[src/rtl/spi_peripheral_mode3.sv]
// SPI mode 3 (CPOL=1, CPHA=1) responder, MSB first, one byte per 8 SCLK cycles.
// All SPI inputs are oversampled in the clk domain. Edges are detected against
// the previous synchronized sample. The local TX side is a one-entry holding
// register with a valid/ready handshake.
//
// state  | meaning
// -------+----------------------------------------------------------------
// IDLE   | no frame; SPI_MISO parked high; waiting for SPI_EN to rise
// ACTIVE | frame open; shift on SCLK edges until SPI_EN falls
module spi_peripheral_mode3 #(
  parameter int         SYNC_STAGES = 2,
  parameter logic [7:0] IDLE_FILL   = 8'hFF
) (
  input  logic       clk,
  input  logic       rst_n,
  input  logic       SPI_CLK,
  input  logic       SPI_EN,
  input  logic       SPI_MOSI,
  output logic       SPI_MISO,
  input  logic [7:0] tx_data,
  input  logic       tx_valid,
  output logic       tx_ready,
  output logic [7:0] rx_data,
  output logic       rx_valid,
  output logic       busy,
  output logic       tx_underrun,
  output logic       frame_abort
);

  typedef enum logic {IDLE, ACTIVE} state_t;

  state_t state, state_nxt;

  logic [SYNC_STAGES-1:0] sclk_sync, en_sync, mosi_sync;
  logic                   sclk_s, en_s, mosi_s;
  logic                   sclk_prev, en_prev;
  logic                   sclk_fall, sclk_rise, en_rise, en_fall;

  logic [7:0] hold_data;
  logic       hold_valid;
  logic [7:0] tx_shift, rx_shift;
  logic [2:0] bit_cnt;

  logic       start_frame, launch, sample, end_frame, abort_frame;
  logic       load_req, hold_take, underrun;
  logic [7:0] load_val;

  // Input synchronizers. SCLK resets to its idle-high level so that leaving
  // reset does not look like a falling edge.
  always_ff @(posedge clk or negedge rst_n) begin
    if (!rst_n) begin
      sclk_sync <= '1;
      en_sync   <= '0;
      mosi_sync <= '0;
    end else begin
      sclk_sync <= {sclk_sync[SYNC_STAGES-2:0], SPI_CLK};
      en_sync   <= {en_sync[SYNC_STAGES-2:0], SPI_EN};
      mosi_sync <= {mosi_sync[SYNC_STAGES-2:0], SPI_MOSI};
    end
  end

  assign sclk_s = sclk_sync[SYNC_STAGES-1];
  assign en_s   = en_sync[SYNC_STAGES-1];
  assign mosi_s = mosi_sync[SYNC_STAGES-1];

  // Previous synchronized samples for edge detection.
  always_ff @(posedge clk or negedge rst_n) begin
    if (!rst_n) begin
      sclk_prev <= 1'b1;
      en_prev   <= 1'b0;
    end else begin
      sclk_prev <= sclk_s;
      en_prev   <= en_s;
    end
  end

  // SCLK edges qualify on the current EN, so an EN fall masks a coincident edge.
  assign en_rise   =  en_s & ~en_prev;
  assign en_fall   = ~en_s &  en_prev;
  assign sclk_fall =  en_s &  sclk_prev & ~sclk_s;
  assign sclk_rise =  en_s & ~sclk_prev &  sclk_s;

  // State register.
  always_ff @(posedge clk or negedge rst_n) begin
    if (!rst_n) state <= IDLE;
    else        state <= state_nxt;
  end

  // Next-state logic and per-cycle datapath strobes.
  always_comb begin
    state_nxt   = state;
    start_frame = 1'b0;
    launch      = 1'b0;
    sample      = 1'b0;
    end_frame   = 1'b0;
    abort_frame = 1'b0;
    case (state)
      IDLE: begin
        if (en_rise) begin
          start_frame = 1'b1;
          state_nxt   = ACTIVE;
        end
      end
      ACTIVE: begin
        if (en_fall) begin
          end_frame   = 1'b1;
          abort_frame = (bit_cnt != 3'd0);
          state_nxt   = IDLE;
        end else if (sclk_fall) begin
          launch = 1'b1;
        end else if (sclk_rise) begin
          sample = 1'b1;
        end
      end
      default: state_nxt = IDLE;
    endcase
  end

  assign load_req  = start_frame | (sample & (bit_cnt == 3'd7));
  assign hold_take = tx_valid & tx_ready;
  assign underrun  = load_req & ~hold_valid;
  assign load_val  = hold_valid ? hold_data : IDLE_FILL;
  assign tx_ready  = ~hold_valid;
  assign busy      = (state == ACTIVE);

  // Holding register. A load that finds it empty takes IDLE_FILL, and a byte
  // captured in that same cycle waits here for the next load.
  always_ff @(posedge clk or negedge rst_n) begin
    if (!rst_n) begin
      hold_data  <= '0;
      hold_valid <= 1'b0;
    end else if (load_req && hold_valid) begin
      hold_valid <= 1'b0;
    end else if (hold_take) begin
      hold_data  <= tx_data;
      hold_valid <= 1'b1;
    end
  end

  // Shift datapath, received byte and status pulses.
  always_ff @(posedge clk or negedge rst_n) begin
    if (!rst_n) begin
      tx_shift    <= '0;
      rx_shift    <= '0;
      bit_cnt     <= '0;
      rx_data     <= '0;
      rx_valid    <= 1'b0;
      SPI_MISO    <= 1'b1;
      tx_underrun <= 1'b0;
      frame_abort <= 1'b0;
    end else begin
      rx_valid    <= 1'b0;
      tx_underrun <= underrun;
      frame_abort <= abort_frame;
      if (start_frame) begin
        tx_shift <= load_val;
        rx_shift <= '0;
        bit_cnt  <= '0;
      end
      if (launch) begin
        SPI_MISO <= tx_shift[7];
        tx_shift <= {tx_shift[6:0], 1'b0};
      end
      if (sample) begin
        rx_shift <= {rx_shift[6:0], mosi_s};
        bit_cnt  <= bit_cnt + 3'd1;
        if (bit_cnt == 3'd7) begin
          rx_data  <= {rx_shift[6:0], mosi_s};
          rx_valid <= 1'b1;
          tx_shift <= load_val;
        end
      end
      if (end_frame) SPI_MISO <= 1'b1;
    end
  end

endmodule

[config.mk]
export PLATFORM = sky130hd
export DESIGN_NAME = spi_peripheral_mode3
export DESIGN_NICKNAME = d
export VERILOG_FILES = /design/src/rtl/spi_peripheral_mode3.sv
export SDC_FILE = /design/constraint.sdc
export NUM_CORES = 1
export LEC_CHECK = 0
export ABC_CLOCK_PERIOD_IN_PS = 2130
export BUFFER_PORTS_ARGS = -buffer_cell sky130_fd_sc_hd__buf_2
export CELL_PAD_IN_SITES_DETAIL_PLACEMENT = 0
export CELL_PAD_IN_SITES_GLOBAL_PLACEMENT = 2
export CORE_AREA = 5 5 84 86
export DETAILED_ROUTE_END_ITERATION = 7
export DIE_AREA = 0 0 89 91
export GPL_TIMING_DRIVEN = 0
export PLACE_DENSITY_LB_ADDON = 0.2
export SYNTH_ARGS = -nofsm -noshare
export SYNTH_HDL_FRONTEND = slang
export SYNTH_SLANG_ARGS = --single-unit
[constraint.sdc]
create_clock -name clk -period 2.13 [get_ports clk]
set_input_delay 0.3195 -clock clk [delete_from_list [all_inputs] [get_ports clk]]
set_output_delay 0.3195 -clock clk [all_outputs]
set_load 0.01 [all_outputs]
# Yosys cells after proc, flatten, opt, wreduce, memory -nomap -nowiden
# Index checks and enable logic that the tools add are counted.
# W data, S select, Z words.
dict set report op_classes {
  n_addsub 1
  multipliers 0
  div 0
  magnitude_cmp 0
  eq_ne 1
  shift 0
  muxes 30
  bitwise 17
  n_reduce_logical 7
}
# cell count
set op_table {}
lappend op_table {{$mux W8} 5}
lappend op_table {{$mux W1} 20}
lappend op_table {{$mux W7} 2}
lappend op_table {{$and A1 B1 Y1} 9}
lappend op_table {{$not A1 Y1} 7}
lappend op_table {{$mux W3} 2}
lappend op_table {{$reduce_bool A2 Y1} 3}
lappend op_table {{$reduce_and A2 Y1} 2}
lappend op_table {{$add A3 B1 Y3 const B} 1}
lappend op_table {{$eq A3 B3 Y1 const B} 1}
lappend op_table {{$reduce_bool A3 Y1} 1}
lappend op_table {{$pmux W1 S2} 1}
lappend op_table {{$logic_and A1 B1 Y1} 1}
lappend op_table {{$or A1 B1 Y1} 1}
dict set report totals {
  reg_bits 48
  latchBits 0
  ram_bits 0
  romBits 0
  in_bits 14
  out_inout_bits 14
  n_memories 0
}

# Depth between registers and ports, before layout
# Gate-level depths: netlist of the first run.
dict set report logic_depth {
  word_depth 12
  depth_mapped 6
  mapped_depth_nobuf 6
}

# Worst setup path after synthesis of the first run
# OpenSTA, ideal clock, no wires.
dict set report synth_timing {
  kind {flip-flop to flip-flop}
  start {register bit_cnt[0]}
  end {register tx_shift[6]}
  arrival_ps 1609
  required_ps 2056
  path_slack_ps 447
  path_stages_with_launch 7
  cell_sequence {dfrtp_1 > ha_1 > ha_1 > and4_1 > buf_6 > or4_4 > o21ai_2}
}
dict set report synth_between {
  elab_chain_cells 3
}
# element line_no
set synth_lines {}
lappend synth_lines {{start: declaration} 42} ;# logic [2:0] bit_cnt;
lappend synth_lines {{start signal: assignment} 166} ;# bit_cnt <= bit_cnt + 3'd1;
lappend synth_lines {{$eq A3 B3 Y1} 167} ;# if (bit_cnt == 3'd7) begin
lappend synth_lines {{$mux W8} 167}
lappend synth_lines {{$mux W8} 164} ;# if (sample) begin
lappend synth_lines {{end signal: assignment} 156} ;# tx_shift <= load_val;
lappend synth_lines {{end signal: assignment} 162} ;# tx_shift <= {tx_shift[6:0], 1'b0};
lappend synth_lines {{end signal: assignment} 170} ;# tx_shift <= load_val;
lappend synth_lines {{end: declaration} 41} ;# logic [7:0] tx_shift, rx_shift;
# Every way passes these cells.
# A chain may end at the register's enable or synchronous reset.

# Worst setup path in the final report of the first run
# Same ends and word-level chain as after synthesis.

==> reports/qor.csv, run 1 <==
metric,value,unit
reg2reg_slack,0.33,ns
antenna_cells,0,
cts_setup_buffers,0,
finalCritPeriodShare,0.844,
cp-end-kind,register,
fin_util,0.371,
synth_top_family_by_area,compound AO/OA/AOI/OAI gates,
hp-start,SPI_CLK,
critPathSlowestCell,or4_4,
place_congestion,0.723,
grt_first_pass_wirelength,6790,um
synthXorXnorAreaFrac,0,
synthAdderAreaFrac,0.0190,
synth_nets,176,
max_stage_delay,0.48,ns
grt_start_max_net_pins,49,
crit_chain,"ha_1, ha_1, and4_1, buf_6, or4_4, o21ai_2",
rows,29,
finalSetupViolCount,0,
cp.required,2.36,ns
clkPwrFrac,0.257,
clkTransAtPathRegs,0.09,ns
drc,0,
synth.most_common_cell,dfrtp_1,
die_x,89,um
post_drt_wl_per_cell,14.3,um
place_ws,0.352,ns
ys_types,33,
rsz0062_at_grt,no,
placed_cells,263,
p_sw,621,uW
synth_area_per_cell,12.4,sq um
reg2reg_to,tx_shift[6],
numCtsBuffers,5,
grt.total_usage,0.107,
holdPathStages,1,
relSlewSlack,0.300,
holdPathEnd,sclk_sync[0],
p_int,1570,uW
synthArstFlopShare,1.00,
drt_first_iter_violations,62,
fp.dieArea,8100,sq um
overflow,0,
hold_viol,0,
finalCriticalPeriod,1.80,ns
critPathArrivalTime,2.03,ns
synth_flop_cell,dfrtp_1,
start_util,0.319,
crit_path_start_kind,register,
synth.area.top_cells,"dfrtp_1, mux2_2, dfstp_2",
drive_above_1_share,0.314,
swShare,0.283,
root_buffer,clkbuf_8,
drv_slew,0,
io_buffers,27,
synthCells,159,
crit_fanout,10,
ant_nets,0,
multi_input_area,724,sq um
cpLargestDelayFamily,simple AND/OR/NAND/NOR gates,
path_common_cell,ha_1,
vias,1287,
ys_seq_elements,48,
postCtsHoldBufs,0,
seqCellArea,1210,sq um
yosys-top-cells-count,"dfrtp_1, nor2_1, mux2_2, a21oi_1, a22o_1",
coreArea,6200,sq um
tightest_slew,1.05,ns
synth_warnings,0,
cts.sinks,48,
reg2reg_depth,6,
power_leakage,0.00111,uW
first_pass_iters,4,
cap_violations,0,
area_growth,16.5,%
r2r_start,bit_cnt[0],
finalNetCount,210,
synth_edf_count,0,
viasPerCell,4.75,
fin_cells,271,
hpwl,2670,um
finalClockSkew,0.00842,ns
pwr-share-seq,0.546,
seq_area_frac_synth,0.610,
synth_top_area_frac,0.557,
min_path_type,input pin to register,
cts_tree,done,
drt-total-wl,3870,um
die_h,91,um
ctsResizeCount,0,
synth_compound_area_frac,0.139,
cts_max_level,2,
ir_drop,0.000389,V
ios,28,
ctsLongestPathBuffers,2,
clkLatencyLatePin,0.30,ns
p_comb_frac,0.197,
fmax,0.556,GHz
critPathKind,register to register,
grt_pass1_vias,1381,
outcome,"complete, no violations",
syn_area,1980,sq um
synth.area.mux_share,0.102,
fill_cells,634,
synth_largest_area_cell,dfrtp_1,
tns,0,ns
antenna_found_initial,0,
p_total,2190,uW
powerDensity,951,nW/um^2
setup_ws,0.332,ns
path_buf_inv,1,
synthSimpleGateAreaFrac,0.106,
final cells by class:
cell class	instances	area share
inverter	3	0.00489
clock buffer	7	0.0375
buffer	6	0.0152
tap	77	0.0418
sequential	48	0.524
clock inverter	1	0.00380
multi-input combinational	102	0.315
timing repair buffer	27	0.0587
power by group through the flow:
stage	logic (uW)	clock network, uW	registers [uW]
after floorplan	324	0	1180
after global placement	433	0	1200
after detailed placement	444	0	1220
after CTS	443	596	1200
after global routing	495	631	1220
final	431	563	1200
per-stage QoR:
stage          hold WS (ns)  area (sq um)
2_1_floorplan        0.0239          1980
4_1_cts               0.113          2300
3_5_place_dp          0.337          2210
3_3_place_gp          0.336          2210
6_report              0.128          2300
5_1_grt               0.102          2300
cells in the final DEF (no fill, tap or decap):
master     n
clkinv_4   1
a31oi_1    1
mux2_2    17
o21ai_2    1
nor2_1    23
o21ai_0    3
or4_4      1
nand3b_1   1
and3_1     1
a21boi_0   6
nand3_1    2
buf_6      1
clkbuf_8   6
buf_2     28
clkinv_1   1
nor3_1     1
a21o_1     2
o22ai_1    6
and4b_1    2
and4_1     1
a21oi_1    9
ha_1       3
dfrtp_1   44
o21a_1     1
mux2i_1    1
nand2b_1   2
dfstp_2    4
nor2b_1    4
inv_1      2
buf_4      1
o21ai_4    1
a22o_1     9
clkbuf_1   4
and2_1     1
nand2_1    3
logic make-up after synthesis:
family / count (synthesis)
compound gates: 39
fa+ha+maj: 3
buf+inv: 9
flops: 48
mux: 18
simple gates: 42
layer usage:
layer | wire length, um | up-vias | global-route usage
met5 | 0 | - | 0
li1 | - | 631 | -
met2 | 1730 | 23 | 0.157
met3 | 163 | 6 | 0.0317
met4 | 58 | 0 | 0.0372
met1 | 1920 | 627 | 0.150
worst register-to-register path: stages (launching register included):
cell	delay, ns
dfrtp_1	0.41
ha_1	0.21
ha_1	0.21
and4_1	0.21
buf_6	0.15
or4_4	0.48
o21ai_2	0.06
how the worst max path moves through the flow:
| stage | slack [ns] | end | depth (start not counted) | startpoint |
|---|---|---|---|---|
| after floorplan | 0.45 | tx_shift[6] | 6 | bit_cnt[0] |
| final | 0.33 | tx_shift[6] | 6 | bit_cnt[0] |
| after detailed placement | 0.35 | tx_shift[6] | 6 | bit_cnt[0] |
| after CTS | 0.32 | tx_shift[6] | 6 | bit_cnt[0] |
| after global routing | 0.23 | tx_shift[5] | 5 | busy |
| after global placement | 0.36 | tx_shift[6] | 6 | bit_cnt[0] |
flip-flops by register name (all words and copies together) (netlist names):
signal,count
sclk_sync,2
tx_underrun,1
bit_cnt,3
tx_shift,8
hold_valid,1
SPI_MISO,1
rx_data,8
mosi_sync,2
busy,1
rx_valid,1
en_sync,2
rx_shift,7
sclk_prev,1
hold_data,8
frame_abort,1
en_prev,1
Power figures use the tool's default switching activity.
==> inputs of run 2 (changes only) <==
--- a/config.mk
+++ b/config.mk
@@ -5,7 +5,8 @@
 export SDC_FILE = /design/constraint.sdc
 export NUM_CORES = 1
 export LEC_CHECK = 0
-export ABC_CLOCK_PERIOD_IN_PS = 2130
+export ABC_AREA = 1
+export ABC_CLOCK_PERIOD_IN_PS = 1500
 export BUFFER_PORTS_ARGS = -buffer_cell sky130_fd_sc_hd__buf_2
 export CELL_PAD_IN_SITES_DETAIL_PLACEMENT = 0
 export CELL_PAD_IN_SITES_GLOBAL_PLACEMENT = 2
==> constraint.sdc (replaced) <==
create_clock -name clk -period 1.5 [get_ports clk]
set_input_delay 0.225 -clock clk [delete_from_list [all_inputs] [get_ports clk]]
set_output_delay 0.225 -clock clk [all_outputs]
set_load 0.01 [all_outputs]
==> run 2 against run 1 <==
  * Register-to-register slack got worse by 0.24 ns
  * Largest power group unchanged
  * Critical endpoint is now tx_shift[3]
  * Core utilization increased by 0.26 points
  * Critical path depth is the same
==> reports/qor.csv, run 2 <==
metric,value,unit
drt-total-wl,3850,um
synthCells,186,
ant_nets,0,
place_ws,-0.0499,ns
top_usage_layer,met2,
p_total,3200,uW
hold_viol,0,
start_util,0.314,
critPathArrivalTime,1.59,ns
critPathSlowestCell,dfrtp_1,
top_regs,"hold_data x8, rx_data x8, tx_shift x8",
setup_ws,0.0915,ns
outcome,"complete, no violations",
hpwl,2770,um
crit_path_start_kind,register,
antenna_cells,0,
synth_nets,203,
finalSetupViolCount,0,
seqCellArea,1210,sq um
root_buffer,clkbuf_8,
use_met1,0.145,
pwr-share-seq,0.540,
io_buffers,27,
drt_first_iter_violations,42,
path_buf_inv,0,
coreArea,6200,sq um
synth_largest_area_cell,dfrtp_1,
tightest_slew,1.05,ns
synth_flop_cell,dfrtp_1,
p_sw,941,uW
relSlewSlack,0.299,
final_cell_mix,"nand2_1, dfrtp_1, buf_2",
first_pass_iters,4,
max_stage_delay,0.43,ns
cap_violations,0,
finalCriticalPeriod,1.41,ns
fp.dieArea,8100,sq um
grt_use_met2,0.150,
hold_slack,0.0192,ns
grt_first_pass_wirelength,6470,um
antenna_found_initial,0,
cp-end-kind,register,
final_common_cell,nand2_1,
synth_warnings,0,
cp.required,1.69,ns
multi_input_area,634,sq um
p_comb_frac,0.208,
post_drt_wl_per_cell,12.8,um
grt.total_usage,0.103,
ys_types,23,
rows,29,
drv_slew,0,
fmax,0.710,GHz
viasPerCell,4.54,
grt_start_max_net_pins,49,
crit_chain,"ha_1, ha_1, nand3_4, nand2_4, o21ai_0, nand2_1",
synth.most_common_cell,nand2_1,
cts_tree,done,
ctsLongestPathBuffers,2,
ir_drop,0.000621,V
cts_max_level,2,
clkTransAtPathRegs,0.09,ns
synth_edf_count,0,
yosys-top-cells-count,"nand2_1, dfrtp_1, inv_1, nand3_1, o21ai_0",
cpLargestDelayFamily,adder cells,
postCtsHoldBufs,0,
place_congestion,0.717,
ios,28,
vias,1368,
synth_top_area_frac,0.566,
synth.area.top_cells,"dfrtp_1, nand2_1, dfstp_2",
synth_area_per_cell,10.5,sq um
drc,0,
numCtsBuffers,5,
gr-usage-met3,0.0281,
ys_seq_elements,48,
die_x,89,um
area_growth,19.2,%
swShare,0.294,
finalCritPeriodShare,0.939,
fill_cells,654,
finalClockSkew,0.00863,ns
syn_area,1950,sq um
power_leakage,0.00119,uW
clkPwrFrac,0.252,
p_int,2260,uW
cts.sinks,48,
min_path_type,input pin to register,
clkLatencyLatePin,0.30,ns
die_h,91,um
seq_area_frac_synth,0.620,
finalNetCount,240,
critPathKind,register to register,
overflow,0,
crit_fanout,8,
drive_above_1_share,0.321,
path_common_cell,ha_1,
grt_pass1_vias,1324,
powerDensity,1380,nW/um^2
synthArstFlopShare,1.00,
==> run 2: changes by cell type in the layout (fill, tap and decap cells not counted), moves of 6 or more <==
cell and change:
o21ai_2 +7, nand3_1 +8, nor2_1 -22, a21boi_0 -6
a22o_1 -9, a21oi_1 -7, mux2_2 -9, nand2_1 +47
inv_1 +20
==> run 2: cell type report <==
type,instances,area share
timing repair buffer,30,0.0680
inverter,25,0.0405
multi-input combinational,109,0.273
tap,77,0.0415
clock inverter,2,0.00593
clock buffer,6,0.0356
buffer,4,0.0151
sequential,48,0.520
==> run 2: per-stage QoR <==
stage,TNS (ns),instances,area (sq um),util
floorplan,0,186,1950,-
global placement,0,290,2180,0.351
detailed placement,-0.119,290,2180,0.351
CTS,0,298,2280,0.367
global route,-0.0325,301,2320,0.374
finish,0,301,2320,0.374
==> run 2: cells by family after synthesis <==
family / after synthesis / synth area share
AOI/OAI and AO/OA: 29 / 0.0925
adders and majority gates: 3 / 0.0193
buffers and inverters: 29 / 0.0623
DFF: 48 / 0.620
muxes: 8 / 0.0463
and+or+nand+nor: 69 / 0.160
==> run 2: power by group through the flow <==
stage,sequential [uW],combinational (uW),clock (uW)
3_5_place_dp,1750,666,0
6_report,1730,664,808
5_1_grt,1760,776,902
4_1_cts,1720,669,846
2_1_floorplan,1710,489,0
3_3_place_gp,1730,641,0
==> run 2: timing repair <==
action	in CTS	in global routing
resized for setup	2	7
endpoints found under the setup margin	7	11
pin swaps	0	1
setup buffers	0	3
==> run 2: worst paths after layout <==
path / start / end / slack (ns) / cells past startpoint
worst min-delay path: SPI_CLK / sclk_sync[0] / 0.02 / 1
worst max-delay path: bit_cnt[0] / tx_shift[3] / 0.09 / 6
min in group asynchronous: rst_n / frame_abort / 0.11 / 1
max in group asynchronous: rst_n / hold_data[3] / 0.75 / 1
worst max register to register: bit_cnt[0] / tx_shift[3] / 0.09 / 6
worst min register to register: mosi_sync[0] / mosi_sync[1] / 0.36 / 0
==> run 2: routing by layer <==
layer | vias up | share of wire
li1 | 671 | -
met1 | 667 | 0.48
met2 | 22 | 0.46
met3 | 8 | 0.048
met4 | 0 | 0.016
met5 | - | 0
